<file path="src/rtl/midi_uart_rx.sv">
// rtl/midi_uart_rx.sv - 8N1 MIDI serial receiver with centre sampling and framing-error detection
module midi_uart_rx #(
  parameter int CLOCKS_PER_BIT = 1600,
  parameter int SYNC_STAGES    = 2,
  localparam int BYTE_WIDTH    = 8
) (
  input  logic                  clock_50_000_000,
  input  logic                  reset_l,
  input  logic                  midi_in,
  output logic [BYTE_WIDTH-1:0] data_out,
  output logic                  data_out_ready,
  output logic                  framing_error
);

  localparam int CNT_W = $clog2(CLOCKS_PER_BIT);
  localparam logic [CNT_W-1:0] HALF_LAST = CNT_W'(CLOCKS_PER_BIT / 2 - 1);
  localparam logic [CNT_W-1:0] BIT_LAST  = CNT_W'(CLOCKS_PER_BIT - 1);

  localparam logic [2:0] IDLE  = 3'd0;
  localparam logic [2:0] START = 3'd1;
  localparam logic [2:0] DATA  = 3'd2;
  localparam logic [2:0] STOP  = 3'd3;
  localparam logic [2:0] BREAK = 3'd4;

  logic [SYNC_STAGES-1:0] sync_q;
  logic                   rx;
  logic                   prev;
  logic                   fall;
  logic [2:0]             state;
  logic [CNT_W-1:0]       cnt;
  logic [2:0]             bit_idx;
  logic [BYTE_WIDTH-1:0]  shift_q;

  assign rx   = sync_q[SYNC_STAGES-1];
  assign fall = !rx && prev;

  // Synchronizer resets to the idle-high line level so reset never fakes a start edge.
  always_ff @(posedge clock_50_000_000 or negedge reset_l) begin
    if (!reset_l) begin
      sync_q <= '1;
      prev   <= 1'b1;
    end else begin
      sync_q <= {sync_q[SYNC_STAGES-2:0], midi_in};
      prev   <= rx;
    end
  end

  always_ff @(posedge clock_50_000_000 or negedge reset_l) begin
    if (!reset_l) begin
      state          <= IDLE;
      cnt            <= '0;
      bit_idx        <= '0;
      shift_q        <= '0;
      data_out       <= '0;
      data_out_ready <= 1'b0;
      framing_error  <= 1'b0;
    end else begin
      data_out_ready <= 1'b0;
      framing_error  <= 1'b0;
      case (state)
        IDLE: begin
          if (fall) begin
            cnt   <= '0;
            state <= START;
          end
        end
        START: begin
          if (cnt == HALF_LAST) begin
            cnt <= '0;
            if (!rx) begin
              bit_idx <= '0;
              state   <= DATA;
            end else begin
              state <= IDLE;
            end
          end else begin
            cnt <= cnt + 1'b1;
          end
        end
        DATA: begin
          if (cnt == BIT_LAST) begin
            cnt     <= '0;
            shift_q <= {rx, shift_q[BYTE_WIDTH-1:1]};
            if (bit_idx == 3'd7) begin
              state <= STOP;
            end else begin
              bit_idx <= bit_idx + 1'b1;
            end
          end else begin
            cnt <= cnt + 1'b1;
          end
        end
        STOP: begin
          // Leaving mid stop bit lets a back-to-back start edge be caught with no gap.
          if (cnt == BIT_LAST) begin
            cnt <= '0;
            if (rx) begin
              data_out       <= shift_q;
              data_out_ready <= 1'b1;
              state          <= IDLE;
            end else begin
              framing_error <= 1'b1;
              state         <= BREAK;
            end
          end else begin
            cnt <= cnt + 1'b1;
          end
        end
        BREAK: begin
          if (rx) state <= IDLE;
        end
        default: state <= IDLE;
      endcase
    end
  end

endmodule

</file>
<file path="config.mk">
export PLATFORM = sky130hd
export DESIGN_NAME = midi_uart_rx
export DESIGN_NICKNAME = d
export VERILOG_FILES = /design/src/rtl/midi_uart_rx.sv
export SDC_FILE = /design/constraint.sdc
export NUM_CORES = 1
export LEC_CHECK = 0
export ABC_AREA = 1
export CAP_MARGIN = 15
export CORE_MARGIN = 2
export CORE_UTILIZATION = 50
export CTS_BUF_LIST = sky130_fd_sc_hd__clkbuf_8
export DETAILED_ROUTE_END_ITERATION = 10
export GPL_TIMING_DRIVEN = 0
export PLACE_DENSITY = 0.69
export SLEW_MARGIN = 20
export SYNTH_ARGS = -nofsm -noshare
export SYNTH_HDL_FRONTEND = slang
export SYNTH_SLANG_ARGS = --single-unit
export TNS_END_PERCENT = 50
</file>
<file path="constraint.sdc">
create_clock -name clock_50_000_000 -period 3.98 [get_ports clock_50_000_000]
set_input_delay 0.796 -clock clock_50_000_000 [delete_from_list [all_inputs] [get_ports clock_50_000_000]]
set_output_delay 0.796 -clock clock_50_000_000 [all_outputs]
set_load 0.01 [all_outputs]
</file>
==> flow_metrics.py <==
metrics = {
    "outcome": {
        "status": "completed",
    },
    "pwr": {
        "p_seq_frac": 0.431,
        "p_clk_frac": 0.259,
        "ir_drop_v": 0.000268,
        "power_density_mw_per_mm2": 481,
        "finalPower_w": 0.00109,
        "switching_share": 0.385,
        "power_switching_w": 0.000418,
        "leakagePower_nw": 1.14,
        "p_int_w": 0.000668,
        "combPwrFrac": 0.311,
    },
    "sta": {
        "fin_crit_ns": 2.01,
        "finalCritPeriodShare": 0.504,
        "setup_violations": 0,
        "tightest_slew_ns": 0.447,
        "slew_headroom": 0.700,
        "max_freq_mhz": 498,
        "setup_tns_ns": 0,
        "rsz0062_at_grt": "no",
        "drv_slew": 0,
        "whs_ns": 0.358,
        "hold_violations": 0,
        "fin_worst_skew_ns": 0.00865,
    },
    "floorplan": {
        "die_area_sq_mm": 0.00443,
        "io_pins": 13,
        "rows": 22,
        "start_util": 0.527,
        "core_area_sq_mm": 0.00372,
        "die_h_um": 66.6,
        "die_w_um": 66.6,
    },
    "flow_run": {
        "maxCapViolCount": 0,
    },
    "global_routing": {
        "grt_pass1_vias": 1391,
        "overflow": 0,
        "grtUsageTotal": 0.199,
        "grt_start_max_net_pins": 26,
        "grt_pass1_wl_um": 6590,
        "antenna_found_initial": 0,
    },
    "clocking": {
        "cts_num_sinks": 38,
        "clockBufferDepth": 2,
        "clk_pin_slew_ns": 0.08,
        "clock_latency_ns": 0.29,
        "ctsHoldBuffers": 0,
        "post_cts_resized": 0,
        "htreeDepth": 2,
        "numCtsBuffers": 5,
        "cts_root_buf": "clkbuf_8",
        "postCtsSetupBuffers": 0,
        "tritoncts": "done",
    },
    "detailed_routing": {
        "route.vias.total": 1567,
        "ant_nets": 0,
        "detail_route.vias_per_cell": 5.04,
        "wl_um": 3800,
        "drt_pass1_iterations": 4,
        "wl_per_cell_um": 12.2,
        "drc": 0,
        "drt_iter0_markers": 91,
    },
    "placed_design": {
        "dp.cells": 303,
        "dp_hpwl_um": 2800,
        "gp_congestion": 0.874,
        "io_buffer_count": 12,
    },
    "finish": {
        "final_cells": 311,
        "final_common_cell": "nand2_1",
        "nFillCells": 347,
        "insertedDiodeCount": 0,
        "layout_common_cells": "71 x nand2_1, 35 x dfrtp_1, 33 x inv_1",
        "nNetsFinal": 268,
        "syn_to_final_growth_pct": 15.2,
        "drive_gt1_frac": 0.141,
    },
    "synthesis": {
        "synth_nets": 248,
        "ys_ff_latch": 38,
        "seq_area_frac_synth": 0.488,
        "synth_area_sq_mm": 0.00196,
        "yosys.cell_types.count": 23,
        "syn_area_per_cell_sq_um": 8.09,
        "syn_inst": 242,
        "yosys_warnings": 0,
    },
    "min_path": {
        "hp-class": "reg -> reg",
    },
    "worst_setup_path": {
        "crit_family": "buffers and inverters",
        "critPathSlowestCell": "clkdlybuf4s50_1",
        "setup.worst_path.end_class": "output port",
        "crit_type": "reg -> out",
        "worstPathRequired_ns": 3.18,
        "critPathBufInv": 1,
        "crit_chain": "clkdlybuf4s50_1",
        "start_kind": "register",
        "crit_fanout": 2,
        "slowest_delay_ns": 0.54,
        "arrival_ns": 1.21,
    },
}
per-layer routing:
metal / GRT usage / wire (um) / up-vias
met5: 0 / 0 / -
met4: 0.0612 / 50 / 0
met3: 0.0507 / 206 / 7
met2: 0.274 / 1680 / 31
met1: 0.303 / 1870 / 721
li1: - / - / 808
path summary, 6_finish.rpt:
path / from / endpoint / slack, ns / cells past startpoint
setup / recovery: data_out[6] / data_out[6] / 1.97 / 1
hold / removal: sync_q[0] / sync_q[1] / 0.36 / 0
setup reg to reg: cnt[0] / cnt[0] / 2.37 / 8
hold reg to reg: sync_q[0] / sync_q[1] / 0.36 / 0
max in group asynchronous: reset_l / prev / 3.05 / 2
min in group asynchronous: reset_l / cnt[2] / 0.41 / 1
flip-flops by register name, summed over array words and instances (netlist names):
register	count
data_out_ready	1
cnt	11
framing_error	1
shift_q	8
state	3
data_out	8
bit_idx	3
sync_q	2
prev	1
power by group through the flow:
stage                     sequential, W  clock [W]  combinational [W]
after CTS                      0.000467   0.000287           0.000338
final                          0.000468   0.000281           0.000337
after detailed placement       0.000474          0           0.000336
after global placement         0.000473          0           0.000329
after floorplan                0.000463          0           0.000262
after global routing           0.000473   0.000305           0.000380
cell type report:
cell class,count,area [sq um],share of cell area
clock inverter,2,12.5,0.00555
multi-input combinational,164,822,0.364
sequential,38,955,0.423
timing repair buffer,13,143,0.0632
buffer,5,50.0,0.0222
inverter,35,131,0.0582
clock buffer,6,82.6,0.0366
tap,48,60.1,0.0266
cell usage after synthesis:
library cell   n  share of area
dfstp_2        3          0.040
inv_1         33          0.063
ha_1           3          0.019
o221ai_1       1         0.0045
o21ai_0       12          0.031
nor2_4         3          0.017
nand4_1        8          0.026
nor3_1         6          0.015
xor2_1         2         0.0089
nand2_1       71           0.14
nand3_4        1         0.0089
nand3b_1       1         0.0038
nand2_4        1         0.0058
o21ai_2        8          0.036
nand2_2        2         0.0064
buf_6          4          0.023
inv_2          2         0.0038
or2_2          1         0.0032
nor2_1        23          0.044
buf_2          1         0.0026
dfrtp_1       35           0.45
nand3_1       20          0.051
nor2_2         1         0.0032
through the flow:
| stage | instance area (sq um) | util | setup WS [ns] |
|---|---|---|---|
| after floorplan | 1960 | - | 2.58 |
| after global placement | 2140 | 0.575 | 1.23 |
| after detailed placement | 2160 | 0.581 | 2.30 |
| after CTS | 2260 | 0.607 | 1.97 |
| after global routing | 2260 | 0.607 | 1.94 |
| final | 2260 | 0.607 | 1.97 |
cell families after synthesis:
group / count (synthesis) / synth area share
simple gates: 138 / 0.321
buf+inv: 40 / 0.0926
flops: 38 / 0.488
compound gates: 21 / 0.0709
fa+ha+maj: 3 / 0.0192
xor+xnor: 2 / 0.00895
Power figures use the tool's default switching activity.
